File: src/rtl/fifo_pkt_writer_pkg.sv
// Shared framing definitions for the packet writer and the read-side deframer.
package fifo_pkt_pkg;

  typedef enum logic [2:0] {IDLE, SEQ, PAY, CHK, DROP} state_e;

  localparam logic [7:0] SOF_WORD_DEF = 8'hA5;
  localparam int         CHK_MAX_W    = 64;

  // Running check word; callers zero-extend to CHK_MAX_W and truncate back.
  function automatic logic [CHK_MAX_W-1:0] chk_acc(input logic [CHK_MAX_W-1:0] chk,
                                                   input logic [CHK_MAX_W-1:0] word);
    return chk ^ word;
  endfunction

endpackage

File: src/rtl/fifo_pkt_writer_if.sv
// Producer stream plus FIFO write port, as seen by the packet writer.
interface fifo_pkt_writer_if #(parameter int DATA_WIDTH = 8);
  logic                  s_valid;
  logic                  s_ready;
  logic [DATA_WIDTH-1:0] s_data;
  logic                  s_last;
  logic                  w_full;
  logic                  w_inc;
  logic [DATA_WIDTH-1:0] w_data;

  modport master (output s_valid, s_data, s_last, w_full,
                  input  s_ready, w_inc, w_data);
  modport slave  (input  s_valid, s_data, s_last, w_full,
                  output s_ready, w_inc, w_data);
endinterface

File: src/rtl/fifo_pkt_writer_out_reg.sv
// One-entry output register in front of the FIFO write port.
module pkt_out_reg #(
  parameter int DATA_WIDTH = 8
) (
  input  logic                  w_clk,
  input  logic                  w_rst_n,
  input  logic                  ld_i,
  input  logic [DATA_WIDTH-1:0] data_i,
  input  logic                  trl_i,
  input  logic                  w_full_i,
  output logic                  load_ok_o,
  output logic                  w_inc_o,
  output logic [DATA_WIDTH-1:0] w_data_o,
  output logic                  out_vld_o,
  output logic                  out_trl_o
);
  logic                  vld_q;
  logic                  trl_q;
  logic [DATA_WIDTH-1:0] data_q;

  assign w_inc_o   = vld_q & ~w_full_i;
  assign load_ok_o = ~vld_q | w_inc_o;
  assign w_data_o  = data_q;
  assign out_vld_o = vld_q;
  assign out_trl_o = trl_q;

  // Data holds when the slot empties so w_data never glitches to junk.
  always_ff @(posedge w_clk or negedge w_rst_n) begin
    if (!w_rst_n) begin
      vld_q  <= 1'b0;
      trl_q  <= 1'b0;
      data_q <= '0;
    end else if (load_ok_o) begin
      vld_q <= ld_i;
      if (ld_i) begin
        data_q <= data_i;
        trl_q  <= trl_i;
      end
    end
  end
endmodule

File: src/rtl/fifo_pkt_writer.sv
// Frames a valid/ready byte stream as SOF, SEQ, payload, CHK into the async FIFO write port.
module fifo_pkt_writer
  import fifo_pkt_pkg::*;
#(
  parameter int                    DATA_WIDTH = 8,
  parameter int                    MAX_LEN    = 16,
  parameter logic [DATA_WIDTH-1:0] SOF_WORD   = DATA_WIDTH'(SOF_WORD_DEF),
  localparam int                   LEN_W      = $clog2(MAX_LEN + 1)
) (
  input  logic                w_clk,
  input  logic                w_rst_n,
  input  logic                en,
  input  logic                err_clr,
  output logic                busy,
  output logic                pkt_done,
  output logic                err_trunc,
  fifo_pkt_writer_if.slave    bus
);
  state_e                state_q, state_d;
  logic [DATA_WIDTH-1:0] seq_q, seq_d, chk_q, chk_d;
  logic [LEN_W-1:0]      len_q, len_d, len_inc;
  logic                  trunc_q, trunc_d, err_q, err_d, err_set;
  logic                  s_ready, acc, ld, ld_trl, load_ok, out_vld, out_trl;
  logic [DATA_WIDTH-1:0] ld_data;

  assign len_inc = len_q + LEN_W'(1);

  always_ff @(posedge w_clk or negedge w_rst_n) begin
    if (!w_rst_n) begin
      state_q <= IDLE;
      seq_q   <= '0;
      chk_q   <= '0;
      len_q   <= '0;
      trunc_q <= 1'b0;
      err_q   <= 1'b0;
    end else begin
      state_q <= state_d;
      seq_q   <= seq_d;
      chk_q   <= chk_d;
      len_q   <= len_d;
      trunc_q <= trunc_d;
      err_q   <= err_d;
    end
  end

  // Outputs: every register load is gated by load_ok, DROP swallows beats freely.
  always_comb begin
    s_ready = 1'b0;
    acc     = 1'b0;
    ld      = 1'b0;
    ld_trl  = 1'b0;
    ld_data = '0;
    case (state_q)
      IDLE: begin
        ld      = en & bus.s_valid & load_ok;
        ld_data = SOF_WORD;
      end
      SEQ: begin
        ld      = load_ok;
        ld_data = seq_q;
      end
      PAY: begin
        s_ready = load_ok;
        acc     = bus.s_valid & load_ok;
        ld      = acc;
        ld_data = bus.s_data;
      end
      CHK: begin
        ld      = load_ok;
        ld_data = chk_q;
        ld_trl  = 1'b1;
      end
      DROP: begin
        s_ready = 1'b1;
        acc     = bus.s_valid;
      end
      default: ;
    endcase
  end

  always_comb begin
    state_d = state_q;
    seq_d   = seq_q;
    chk_d   = chk_q;
    len_d   = len_q;
    trunc_d = trunc_q;
    err_set = 1'b0;
    case (state_q)
      IDLE: if (ld) begin
        chk_d   = '0;
        len_d   = '0;
        state_d = SEQ;
      end
      SEQ: if (ld) state_d = PAY;
      PAY: if (acc) begin
        chk_d = DATA_WIDTH'(chk_acc(CHK_MAX_W'(chk_q), CHK_MAX_W'(bus.s_data)));
        len_d = len_inc;
        // s_last on the MAX_LEN-th word is a clean close, not a truncation.
        if (bus.s_last) begin
          trunc_d = 1'b0;
          state_d = CHK;
        end else if (len_inc == LEN_W'(MAX_LEN)) begin
          trunc_d = 1'b1;
          state_d = CHK;
        end
      end
      CHK: if (ld) begin
        seq_d   = seq_q + DATA_WIDTH'(1);
        err_set = trunc_q;
        state_d = trunc_q ? DROP : IDLE;
      end
      DROP: if (acc && bus.s_last) begin
        trunc_d = 1'b0;
        state_d = IDLE;
      end
      default: state_d = IDLE;
    endcase
    err_d = err_set | (err_q & ~err_clr);
  end

  pkt_out_reg #(.DATA_WIDTH(DATA_WIDTH)) u_out (
    .w_clk     (w_clk),
    .w_rst_n   (w_rst_n),
    .ld_i      (ld),
    .data_i    (ld_data),
    .trl_i     (ld_trl),
    .w_full_i  (bus.w_full),
    .load_ok_o (load_ok),
    .w_inc_o   (bus.w_inc),
    .w_data_o  (bus.w_data),
    .out_vld_o (out_vld),
    .out_trl_o (out_trl)
  );

  assign bus.s_ready = s_ready;
  assign busy        = (state_q != IDLE) | out_vld;
  assign pkt_done    = bus.w_inc & out_trl;
  assign err_trunc   = err_q;
endmodule
File: src/flat_wrapper.sv
// flat-port wrapper written by rule: the top's interface ports become plain ports
module fifo_pkt_writer_flat import fifo_pkt_pkg::*;
#(
  parameter int                    DATA_WIDTH = 8,
  parameter int                    MAX_LEN    = 16,
  parameter logic [DATA_WIDTH-1:0] SOF_WORD   = DATA_WIDTH'(SOF_WORD_DEF),
  localparam int                   LEN_W      = $clog2(MAX_LEN + 1)
)
  (w_clk, w_rst_n, en, err_clr, busy, pkt_done, err_trunc, bus_s_valid, bus_s_data, bus_s_last, bus_w_full, bus_s_ready, bus_w_inc, bus_w_data);
  fifo_pkt_writer_if #(.DATA_WIDTH(DATA_WIDTH)) bus_i ();
  input  logic w_clk;
  input  logic w_rst_n;
  input  logic en;
  input  logic err_clr;
  output logic busy;
  output logic pkt_done;
  output logic err_trunc;
  input wire logic [$bits(bus_i.s_valid)-1:0] bus_s_valid;
  input wire logic [$bits(bus_i.s_data)-1:0] bus_s_data;
  input wire logic [$bits(bus_i.s_last)-1:0] bus_s_last;
  input wire logic [$bits(bus_i.w_full)-1:0] bus_w_full;
  output wire logic [$bits(bus_i.s_ready)-1:0] bus_s_ready;
  output wire logic [$bits(bus_i.w_inc)-1:0] bus_w_inc;
  output wire logic [$bits(bus_i.w_data)-1:0] bus_w_data;
  assign bus_i.s_valid = bus_s_valid;
  assign bus_i.s_data = bus_s_data;
  assign bus_i.s_last = bus_s_last;
  assign bus_i.w_full = bus_w_full;
  assign bus_s_ready = bus_i.s_ready;
  assign bus_w_inc = bus_i.w_inc;
  assign bus_w_data = bus_i.w_data;
  fifo_pkt_writer #(.DATA_WIDTH(DATA_WIDTH), .MAX_LEN(MAX_LEN), .SOF_WORD(SOF_WORD)) u_core (.w_clk(w_clk), .w_rst_n(w_rst_n), .en(en), .err_clr(err_clr), .busy(busy), .pkt_done(pkt_done), .err_trunc(err_trunc), .bus(bus_i));
endmodule
File: config.mk
export PLATFORM = sky130hd
export DESIGN_NAME = fifo_pkt_writer_flat
export DESIGN_NICKNAME = d
export VERILOG_FILES = /design/src/rtl/fifo_pkt_writer_pkg.sv /design/src/rtl/fifo_pkt_writer_if.sv /design/src/rtl/fifo_pkt_writer_out_reg.sv /design/src/rtl/fifo_pkt_writer.sv /design/src/flat_wrapper.sv
export SDC_FILE = /design/constraint.sdc
export NUM_CORES = 1
export LEC_CHECK = 0
export ABC_AREA = 1
export BUFFER_PORTS_ARGS = -buffer_cell sky130_fd_sc_hd__buf_2
export CORE_ASPECT_RATIO = 1.25
export CORE_MARGIN = 5
export CORE_UTILIZATION = 51
export DETAILED_ROUTE_END_ITERATION = 8
export PLACE_DENSITY_LB_ADDON = 0.15
export RECOVER_POWER = 50
export SYNTH_ARGS = -nofsm -noshare
export SYNTH_HDL_FRONTEND = slang
export SYNTH_SLANG_ARGS = --single-unit
File: constraint.sdc
create_clock -name w_clk -period 2.4 [get_ports w_clk]
set_clock_uncertainty 0.2 [all_clocks]
set_input_delay 0.36 -clock w_clk [delete_from_list [all_inputs] [get_ports w_clk]]
set_output_delay 0.36 -clock w_clk [all_outputs]
set_load 0.02 [all_outputs]
# ---- After elaboration in Yosys (flattened, before gate mapping)
# Cells that the tools add are included.
dict set report op_classes {
  reduce_logical 11
  n_mux 27
  bitwise_logic 13
  eq_ne 11
  n_addsub 2
}
# op n
set ops {}
lappend ops {{case mux 8 bit (4 select lines)} 1}
lappend ops {{2-to-1 mux 3 bit} 8}
lappend ops {{2-to-1 mux 8 bit} 2}
lappend ops {{case mux 8 bit (2 select lines)} 1}
lappend ops {{case mux 3 bit (5 select lines)} 1}
lappend ops {{2-to-1 mux 5 bit} 2}
lappend ops {{case mux 5 bit (2 select lines)} 1}
lappend ops {{adder 8 x 1 -> 8 bit, second input constant} 1}
lappend ops {{bitwise XOR 8 bit} 1}
lappend ops {{2-to-1 mux 1 bit} 7}
lappend ops {{bitwise AND 1 bit} 6}
lappend ops {{== test 3 x 2 -> 1 bit, second input constant} 2}
lappend ops {{!= test 2 bit, second input constant} 3}
lappend ops {{case mux 1 bit (2 select lines)} 3}
lappend ops {{AND reduction 6 bit} 1}
lappend ops {{adder 5 x 1 -> 5 bit, second input constant} 1}
lappend ops {{== test 5 bit, second input constant} 1}
lappend ops {{!= test 2 x 1 -> 1 bit, second input constant} 2}
lappend ops {{AND reduction 2 bit} 2}
lappend ops {{AND reduction 4 bit} 1}
lappend ops {{nonzero test 2 bit} 2}
lappend ops {{== test 3 x 1 -> 1 bit, second input constant} 1}
lappend ops {{== test 3 bit, second input constant} 1}
lappend ops {{zero test 3 bit} 1}
lappend ops {{8 further kinds} 12}
dict set report word_totals {
  register_bits 36
  wordCells 73
  input_bits 15
  out_inout_bits 13
}

# ---- Logic depth before layout (Yosys ltp)
# Gate-level depths: netlist (run 1).
dict set report logic_depth {
  word_depth 8
  depth_mapped 11
  ltp_nobuf 11
}

# ---- Modules after synthesis
# A second synthesis (run 1) with hierarchy kept.
dict set report hier_totals {
  hier_cells 250
  area_unflattened_um2 2018.2
}
# module cells_each area_per_inst_um2 seq_area_each_um2 instances
set modules_own_cells {}
lappend modules_own_cells {fifo_pkt_writer 206 1609.0 650.6 1}
lappend modules_own_cells {pkt_out_reg 44 409.1 250.2 1}

# ---- Worst setup path before layout (run 1)
# OpenSTA, ideal clock, no wires.
dict set report synth_timing {
  kind {reg2reg}
  from {register u_core.state_q[0]}
  to {register u_core.chk_q[0]}
  required_time_ns 2.135
  n_path_buf 1
  setup_time_ns 0.065
  path_slack_ns 0.673
  path_stages_with_launch 11
  t_arrival_ns 1.462
  period_less_slack_ns 1.727
  cell_sequence {dfrtp_1 -> nor2_2 -> nand3_1 -> nand2_1 -> nand2_1 -> nand2_1 -> nand3_1 -> inv_2 -> buf_4 -> nand3_1 -> nand2_1}
}
dict set report synth_via {
  elab_chain_cells 5
  word_cells_on_any_way 13
  cone_classes {6 x eq/ne; 3 x mux; 4 x reduce/logical}
}
# element line
set synth_lines {}
lappend synth_lines {{start, declared} fifo_pkt_writer.sv:19} ;# state_e state_q, state_d;
lappend synth_lines {{start signal, assigned} fifo_pkt_writer.sv:37} ;# state_q <= state_d;
lappend synth_lines {{== test 3 x 1 -> 1 bit / == test 3 x 2 -> 1 bit (equally long branches)} fifo_pkt_writer.sv:53} ;# case (state_q)
lappend synth_lines {{OR reduction 2 bit (no line)} -}
lappend synth_lines {{case mux 1 bit (3 select lines)} fifo_pkt_writer.sv:53}
lappend synth_lines {{!= test 2 bit (no line)} -}
lappend synth_lines {{AND reduction 3 bit (no line)} -}
lappend synth_lines {{end signal, assigned} fifo_pkt_writer.sv:39} ;# chk_q <= chk_d;
lappend synth_lines {{end, declared} fifo_pkt_writer.sv:20} ;# logic [DATA_WIDTH-1:0] seq_q, seq_d, chk_q, chk_d;
# Parallel ways exist; a longest one is shown, timed or not.
# A chain may end at the register's enable or synchronous reset.

# ---- Worst setup path in the final report (run 1)
dict set report layout_timing {
  from {register u_core.state_q[0]}
  to {output busy}
}
dict set report layout_via {
  elab_chain_cells 2
}
# element line
set layout_lines {}
lappend layout_lines {{nonzero test 3 bit} fifo_pkt_writer.sv:136} ;# assign busy = (state_q != IDLE) | out_vld;
lappend layout_lines {{OR 1 bit} fifo_pkt_writer.sv:136}
lappend layout_lines {{end, declared} flat_wrapper.sv:15} ;# output logic busy;
# Every way passes these cells.

==> run metrics, run 1 <==
status completed; Area growth, synth to finish 12.88%; # diodes 0; vias in the first global route around 1700; die width 65.21 µm; minimum clock period 1935 ps; Initial DRT Pass Iterations 4; post-synthesis async set-or-reset flop share 1.000; Tot GR Track Use 0.1941; Unique masters post-synth 27; Post-DP HPWL 3.197 mm; fmax approximately 520 MHz; slew of the pin with the lowest slew margin 888.9 ps; Slew headroom 0.4074; #FFs+latches synth 36; XOR/XNOR Fraction of Synth Area 0.06761; post-synthesis adder-cell area fraction 0.01288; RSZ-0062 raised after global routing no; initial antenna violation count 0; non-filler instance count after layout 319; Mapped Nets approximately 270; maxcap violations 0; synthesized area 1943 µm²; Synth Warn # 0; Critical Path Fanout Max 7; area leader, netlist dfrtp_1; cell total after placement 311; Post-Synth Simple-Gate Area 0.3059; nets 296; Hold Vio Cnt, Final 0; clk root buf clkbuf_8; reg2reg setup slack 490 ps; Worst Setup Start Kind flop; Core ar. 3722 µm²; Crit Path Category reg2out; remaining global-route overflow 0; top-count cell post-synth nand2_1; top cells by count, synth 77 x nand2_1, 36 x dfrtp_1, 23 x nand3_1; mux cell area share after synthesis 0; hold path start err_clr; Worst VDD drop 551.3 µV; Worst-path clk slew 70 ps; # rows 25; die area 5152 µm²; # setup viols final 0; I/O Buffers 27; CTS HTree Levels 2; DRT Wirelength 4.347 mm; Worst R2R Path Depth 8; PwrDens about 1200 nW/µm²; drt wl/cell roughly 14 µm; post-synth top area share 0.4636; Compound-Gate Fraction of Synth Area 0.08435; Die Ht just under 80 µm; Leak Pwr 0.001105 µW; worst min path class in2reg; TritonCTS Buffers 5; maximum root-to-sink buffer count 2; pin count of the biggest net entering global routing 37; Iteration-0 DRC Markers approximately 110; share of cells above drive strength 1 0.1362; number of flops mapped to enable cells by yosys 0; setup_tns 0 ps; crit path from u_core.state_q[0]; combinational family with the most area after synthesis simple AND/OR/NAND/NOR gates; Routed Antenna Nets 0; post-layout util 0.5892; GP Congestion 0.7834; CTS tree built; Post-Synthesis Cells 248; # IOs 28; Worst-Skew Late Latency 290 ps; Fillers 360; Hold Path Cell Cnt 2; drt drc 0; Primary FF master, synth dfrtp_1; # clock sinks 36; Final Cycle Share 0.8060; first-pass GRT wire length 7.693 mm; Required @ worst endpoint 1840 ps; crit path DAT 1370 ps; starting density of the core 0.5220; register area share after synthesis 0.4636; syn_area_per_cell 7.835 µm²; Via Count 1723; Final Max Slew Viols 0; most area-consuming cells after synthesis dfrtp_1 46%, nand2_1 15%, nand3_1 5.9%; crit path capture type output pin; drt via density 5.401; reg-to-reg critical path startpoint u_core.state_q[0]
-- cell families (layout without fill, tap and decap cells) --
| group | after synthesis | after routing |
|---|---|---|
| fa+ha+maj | 2 | 2 |
| xor+xnor | 15 | 15 |
| buf+inv | 31 | 62 |
| compound gates | 26 | 26 |
| simple gates | 138 | 138 |
| flops | 36 | 36 |
-- registers in the layout, indices dropped and copies added (netlist names) --
signal,flops
u_core.u_out.out_trl_o,1
u_core.trunc_q,1
u_core.seq_q,8
u_core.u_out.w_data_o,8
u_core.chk_q,8
u_core.len_q,5
u_core.state_q,3
u_core.u_out.out_vld_o,1
u_core.err_trunc,1
-- worst paths after layout --
check,endpoint
max reg2reg,u_core.u_out.w_data_o[3]
max in group asynchronous,u_core.len_q[4]
min reg2reg,u_core.seq_q[7]
min in group asynchronous,u_core.err_trunc
max,busy
min,u_core.err_trunc
-- cell usage in the layout, fill, tap and decap left out, drive strengths merged --
master       synthesis  final
nand2               79     79
dfrtp               36     36
nor2                27     27
nand3               24     24
inv                 23     23
buf                  5     21
clkbuf               3     16
xor2                 9      9
a21oi                7      7
o21ai                7      7
a41oi                6      6
xnor2                6      6
nand4                5      5
nor3                 2      2
a22oi                2      2
a31oi                2      2
ha                   2      2
o31ai                1      1
nand3b               1      1
o22ai                1      1
clkinv               0      1
dlygate4sd3          0      1
-- where the power goes --
part | internal, µW | total, µW | switching, µW
Sequential | 819 | 1010 | 195
Combinational | 430 | 1310 | 878
Clock | 197 | 402 | 205
Total | 1450 | 2720 | 1280
-- layout make-up --
| cell class | count | area, µm² | area share |
|---|---|---|---|
| flip-flops and latches | 36 | 900.9 | 0.4107 |
| well taps | 40 | 50.05 | 0.02282 |
| clock buffers | 6 | 72.57 | 0.03309 |
| repair buffers | 32 | 163.9 | 0.07473 |
| inverters | 23 | 86.33 | 0.03936 |
| multi-input cells | 181 | 914.6 | 0.4170 |
| clock inverters | 1 | 5.005 | 0.002282 |
-- routing by layer --
metal,wire length (µm),vias to the layer above,GRT usage
met2,2094,47,0.3050
met1,1957,800,0.2594
met3,244,6,0.04668
met4,51,0,0.07054
li1,-,870,-
met5,0,-,0
-- through the flow --
stage               worst slack [ps]  power (µW)  instance area [µm²]  hold WS [ps]
floorplan                      673.1        1972                 1943        -135.6
global placement               508.7        2334                 2117         269.3
global route                   322.6        2997                 2193         35.75
CTS                            453.2        2771                 2205         38.28
finish                         465.5        2725                 2193         41.94
detailed placement             488.0        2356                 2117         268.1
-- critical path: stages (launching register included) --
cell and delay, ps:
dfrtp_1 450, inv_2 90, nand2_1 60, nor2_2 230
nand2_1 80, buf_2 170
-- timing repair --
action,in CTS,in global routing
hold buffers,1,0
setup buffers,0,0
endpoints found under the hold margin,29,0
resized for setup,0,0
Power figures use the tool's default switching activity.
==> inputs of run 2 (changes only) <==
==> constraint.sdc (replaced) <==
create_clock -name w_clk -period 1.6 [get_ports w_clk]
set_clock_uncertainty 0.2 [all_clocks]
set_input_delay 0.24 -clock w_clk [delete_from_list [all_inputs] [get_ports w_clk]]
set_output_delay 0.24 -clock w_clk [all_outputs]
set_load 0.02 [all_outputs]
==> run 2 against run 1 <==
Compared with the run above:
- the run now ends with setup timing left
- cell count rose by 13%
- die area did not move
- critical path depth rose by 3
- wire length rose by 38%
- final area rose by 33%
- clock power rose by 68%
- first-iteration DRC count rose by 22%
- flip-flop and latch count did not move
- non-clock buffer count rose by 39
- critical endpoint is now u_core.seq_q[7]
==> run metrics, run 2 (synthesis gave the netlist of run 1 again) <==
starting density of the core 0.5220 (unchanged); failing checks setup timing; worst min path class in2reg; critical path's slowest cell dfrtp_1; crit path capture type flop; Core ar. 3722 µm² (unchanged); Final Max Slew Viols 0 (unchanged); maximum root-to-sink buffer count 2 (unchanged); reg2reg setup slack -200 ps (-690 ps); I/O Buffers 27 (unchanged); # rows 25 (unchanged); share of cells above drive strength 1 0.4514 (+0.3152); Tot GR Track Use 0.2230 (+0.02885); # diodes 0 (unchanged); setup_tns -5091 ps (-5091 ps); fmax between 500 and 600 MHz; commonest cells after routing, fill and taps aside 61 x nand2_1, 34 x dfrtp_1, 28 x buf_4; RSZ-0062 raised after global routing yes; Hold WS 50.32 ps (+8.388 ps); Worst-Skew Late Latency 290 ps (about the same); Worst-path clk slew 70 ps (about the same); FF-to-FF End u_core.seq_q[7]; Area growth, synth to finish 50.10%; reg-to-reg critical path startpoint u_core.u_out.out_vld_o; drt via density 5.610 (+3.9%); CTS tree built; post-route setup slack -201.7 ps (-667.2 ps); Hold Path Cell Cnt 4 (+2); Final Cycle Share 1.126; # IOs 28 (unchanged); Worst path max stage delay 430 ps (-20 ps); Hold Vio Cnt, Final 0 (unchanged); remaining global-route overflow 0 (unchanged); met3 usage 0.04102 (-0.005658); Slew headroom 0.6706 (+0.2632); commonest non-fill, non-tap cell in the layout nand2_1; first-pass GRT wire length 8.714 mm (+13%); die width 65.21 µm (unchanged); TritonCTS Buffers 5 (unchanged); Critical Path Fanout Max 8 (+1); DRT Wirelength 6.008 mm (+38%); crit path from u_core.u_out.out_vld_o; Post-DP HPWL 3.446 mm (+7.8%); initial antenna violation count 0 (unchanged); Initial DRT Pass Iterations 5 (+1); clk root buf clkbuf_8; minimum clock period 1802 ps; Die Ht 79.01 µm (unchanged); nets 335 (+13%); vias in the first global route 1828 (+9.2%); maxcap violations 0 (unchanged); PwrDens 2076 nW/µm² (+67%); CTS HTree Levels 2 (unchanged); Via Count 2014 (+17%); die area 5152 µm² (unchanged); Worst R2R Path Depth 8 (unchanged); # clock sinks 36 (unchanged); status finished with violations; dpl ws -151.4 ps (-639.3 ps); Power Total 6055 µW (+120%); Worst Setup Start Kind flop; drt wl/cell 16.74 µm (+23%); grt met1 use 0.2768 (+0.01745); # setup viols final 37 (+37); Iteration-0 DRC Markers 139 (+22%); Worst VDD drop 1107 µV (+100%); GP Congestion 0.8970 (+15%); slew of the pin with the lowest slew margin 494.1 ps (-394.9 ps); post-layout util 0.7835 (+0.1943); CP Cell Sequence nand2_1 -> inv_1 -> nor2_2 -> nand2_4 -> nand3_4 -> buf_6 -> nand3_2 -> xnor2_1; crit path DAT 1780 ps (+410 ps); Leak Pwr 0.001417 µW (+28%); Hold Path End u_core.chk_q[2]; hold path start bus_s_data[2]; Routed Antenna Nets 0 (unchanged); pin count of the biggest net entering global routing 20 (-46%); GR peak layer met2; Crit Path Category reg2reg; drt drc 0 (unchanged); M2 GR Usage 0.3678 (+0.06282); Required @ worst endpoint 1580 ps (-260 ps)
==> run 2: timing repair <==
item,4_1_cts,5_1_grt
buffers inserted,8,6
hold buffers,2,0
gates cloned,2,0
hold endpoints to repair,18,0
resized for setup,46,54
endpoints found under the setup margin,29,39
pin swaps,7,16
==> run 2: final cells by class <==
type	instances	area, µm²
tap	40	50.05
clock inverter	2	10.01
clock buffer	6	82.58
sequential	36	903.4
timing repair buffer	71	548.0
inverter	23	91.34
multi-input combinational	181	1231
fill	236	805.8
==> run 2: power breakdown <==
| group | leakage, µW | internal [µW] | switching, µW |
|---|---|---|---|
| Combinational | 0.000902 | 1680 | 2120 |
| Sequential | 0.000465 | 1230 | 343 |
| Clock | 0.0000510 | 343 | 331 |
==> run 2: worst max-delay path by stage <==
stage | cells past startpoint | endpoint | slack (ps)
after floorplan | 10 | u_core.chk_q[0] | -40
after global placement | 8 | u_core.len_q[3] | -110
after detailed placement | 8 | u_core.len_q[3] | -150
after CTS | 6 | busy | -100
after global routing | 9 | u_core.len_q[2] | -260
final | 8 | u_core.seq_q[7] | -200
==> run 2: through the flow <==
step | cell area, µm² | instances
after floorplan | 1972 | 248
after global placement | 2312 | 334
after detailed placement | 2312 | 334
after CTS | 2690 | 354
after global routing | 2917 | 359
final | 2917 | 359
==> run 2: critical path, delay by kind of cell, from the launching register on <==
family                    cells  cell delay [ps]
xor gates and xnor gates      1              140
and+or+nand+nor               5              650
DFF                           1              430
buffers and inverters         2              270
==> run 2: per-layer routing <==
layer,part of all wire,wire [µm],vias up
met4,0.034,206,0
met3,0.054,327,19
met1,0.41,2487,967
met5,0,0,-
li1,-,-,948
met2,0.50,2986,80
==> inputs of run 3 (changes only) <==
--- a/config.mk
+++ b/config.mk
@@ -5,8 +5,8 @@
 export SDC_FILE = /design/constraint.sdc
 export NUM_CORES = 1
 export LEC_CHECK = 0
-export ABC_AREA = 1
 export BUFFER_PORTS_ARGS = -buffer_cell sky130_fd_sc_hd__buf_2
+export CAP_MARGIN = 25
 export CORE_ASPECT_RATIO = 1.25
 export CORE_MARGIN = 5
 export CORE_UTILIZATION = 51
==> run 3 against run 2 <==
Compared with the run above:
- the run still ends with setup timing left
- global-route usage rose by 0.72 points
- critical path depth fell by 3
- fmax up 3.2%
- via count down 11%
- wire length fell by 9.7%
- cell count down 16%
- first-iteration DRC count up 14%
- register-to-register slack gained 60 ps
- combinational power is 22% lower
- synthesized cell count down 19%
- sequential share of layout area increased by 3.5 points
- clock-buffer cell count stayed put
- largest cell class unchanged
==> run metrics, run 3 <==
Via Count 1787 (-11%); fmax 572.9 MHz (+3.2%); cell family with most CP delay simple AND/OR/NAND/NOR gates; Area growth, synth to finish 34.12%; Worst-Skew Late Latency 290 ps (about the same); Critical Path Fanout Max 4 (-4); # setup viols final 24 (-35%); reg-to-reg critical path startpoint u_core.state_q[0]; register area share after synthesis 0.4618 (-0.001784); Core ar. 3754 µm² (+0.84%); TritonCTS Buffers 5 (unchanged); Initial DRT Pass Iterations 4 (-1); crit path from u_core.state_q[0]; Final Cycle Share 1.091 (-0.03503); Unique masters post-synth 37 (+37%); synthesized area 1951 µm² (+0.39%); maximum root-to-sink buffer count 2 (unchanged); post-synth top area share 0.4618 (-0.001784); drt drc 0 (unchanged); clk root buf clkbuf_8; crit path DAT 1770 ps (about the same); post-synthesis async set-or-reset flop share 1.000 (unchanged); Leak Pwr 0.001205 µW (-15%); die area 5169 µm² (+0.33%); Routed Antenna Nets 0 (unchanged); Synth Warn # 0 (unchanged); pin count of the biggest net entering global routing 37 (+85%); I/O Buffers 27 (unchanged); Slew headroom 0.4596 (-0.2110); maxcap violations 0 (unchanged); commonest non-fill, non-tap cell in the layout dfrtp_1; remaining global-route overflow 0 (unchanged); Tot GR Track Use 0.2301 (+0.007156); minimum clock period 1746 ps (-56.06 ps); starting density of the core 0.5197 (-0.002350); Crit Path Category reg2reg; drt via density 5.898 (+5.1%); slew of the pin with the lowest slew margin 810.6 ps (+316.5 ps); Power Total 5175 µW (-15%); Primary FF master, synth dfrtp_1; Buf/Inv on CP 1 (-1); failing checks setup timing; critical path's slowest cell dfrtp_1; Final Max Slew Viols 0 (unchanged); #FFs+latches synth 36 (unchanged); metal3 WL 206 µm (-37%); Required @ worst endpoint 1620 ps (+40 ps); first-pass GRT wire length 9.025 mm (+3.6%); hold path start bus_s_data[2]; Post-DP HPWL 3.735 mm (+8.4%); Hold Vio Cnt, Final 0 (unchanged); Worst Setup Start Kind flop; # rows 25 (unchanged); Worst VDD drop 861.5 µV (-22%); Hold WS 28.66 ps (-21.67 ps); CTS HTree Levels 2 (unchanged); Die Ht 79.15 µm (+0.17%); CP Cell Sequence nor2_1 -> buf_4 -> nand4_1 -> or4_1 -> nand3_1; most area-consuming cells after synthesis dfrtp_1 46%, o21ai_0 7.2%, nand2_1 4.6%; GP Congestion 0.8736 (-2.6%); CTS tree built; # clock sinks 36 (unchanged); top cells by count, synth 36 x dfrtp_1, 28 x o21ai_0, 24 x nand2_1; syn_area_per_cell 9.753 µm² (+24%); top-count cell post-synth dfrtp_1; vias in the first global route 1876 (+2.6%); share of cells above drive strength 1 0.3954 (-0.05597); Worst path max stage delay 430 ps (about the same); met1 WL 2.108 mm (-15%); DRT Wirelength 5.428 mm (-9.7%); Iteration-0 DRC Markers 159 (+14%); DR WL met2 2.878 mm (-3.6%); nets 279 (-17%); # IOs 28 (unchanged); dpl ws -116.0 ps (+35.36 ps); crit path capture type flop; Mapped Nets 217 (-18%); initial antenna violation count 0 (unchanged); Worst-path clk slew 70 ps (about the same); commonest cells after routing, fill and taps aside 35 x dfrtp_1, 30 x buf_4, 25 x buf_2; number of flops mapped to enable cells by yosys 0 (unchanged); die width 65.32 µm (+0.16%); drt wl/cell 17.91 µm (+7.0%); status finished with violations; # diodes 0 (unchanged); worst min path class in2reg; Post-Synthesis Cells 200 (-19%); post-route setup slack -145.6 ps (+56.06 ps); RSZ-0062 raised after global routing yes; top routing layer used met4; PwrDens 1978 nW/µm² (-4.7%); area leader, netlist dfrtp_1
[run 3: cell type report]
class / instances / area [µm²]
clock buffer: 6 / 82.58
clock inverter: 2 / 10.01
fill: 299 / 1137
inverter: 4 / 15.01
multi-input combinational: 149 / 1072
sequential: 36 / 902.1
tap: 40 / 50.05
timing repair buffer: 66 / 484.2
[run 3: logic make-up (layout without fill, tap and decap cells)]
family,after synthesis,count (layout),synth area share
simple gates,68,68,0.1860
compound gates,61,61,0.1988
flops,36,36,0.4618
buf+inv,15,78,0.05003
mux,10,10,0.05452
xor+xnor,8,8,0.03592
fa+ha+maj,2,2,0.01283
[run 3: final timing paths]
| path | to | slack, ps | depth (start not counted) |
|---|---|---|---|
| setup / recovery | u_core.trunc_q | -150 | 5 |
| hold / removal | u_core.chk_q[2] | 30 | 3 |
| setup reg to reg | u_core.trunc_q | -150 | 5 |
| hold reg to reg | u_core.u_out.out_trl_o | 280 | 1 |
| max in group asynchronous | u_core.state_q[1] | 180 | 3 |
| min in group asynchronous | u_core.len_q[2] | 460 | 3 |
[run 3: through the flow]
step	std cells	utilization	cell area, µm²	setup TNS (ps)
5_1_grt	303	0.6970	2616	-4031
3_5_place_dp	281	0.6017	2258	-1460
3_3_place_gp	281	0.6017	2258	-496.7
2_1_floorplan	200	-	1958	-715.9
4_1_cts	301	0.6807	2555	-1191
6_report	303	0.6970	2616	-1713
[run 3: metal layers]
| layer | vias to the layer above | GRT usage |
|---|---|---|
| met4 | 0 | 0.1328 |
| met2 | 50 | 0.4073 |
| met5 | - | 0 |
| met3 | 21 | 0.05092 |
| li1 | 855 | - |
| met1 | 861 | 0.2473 |
[run 3: repair_timing]
item	CTS	global route
gates cloned	0	0
hold buffers	2	0
pin swaps	13	11
buffers inserted	10	2
endpoints found under the setup margin	31	35
resized for setup	46	12
hold endpoints to repair	37	0
[run 3: worst reg2reg max path: stages, from the launching register on]
cell and delay [ps]:
dfrtp_1 430, nor2_1 230, buf_4 180, nand4_1 110, or4_1 430, nand3_1 110
[run 3: power breakdown]
group / switching [µW] / internal, µW / leakage [µW] / total [µW]
Clock: 323 / 343 / 0.0000510 / 666
Sequential: 315 / 1250 / 0.000460 / 1560
Combinational: 1510 / 1440 / 0.000695 / 2950
Total: 2150 / 3030 / 0.00121 / 5180
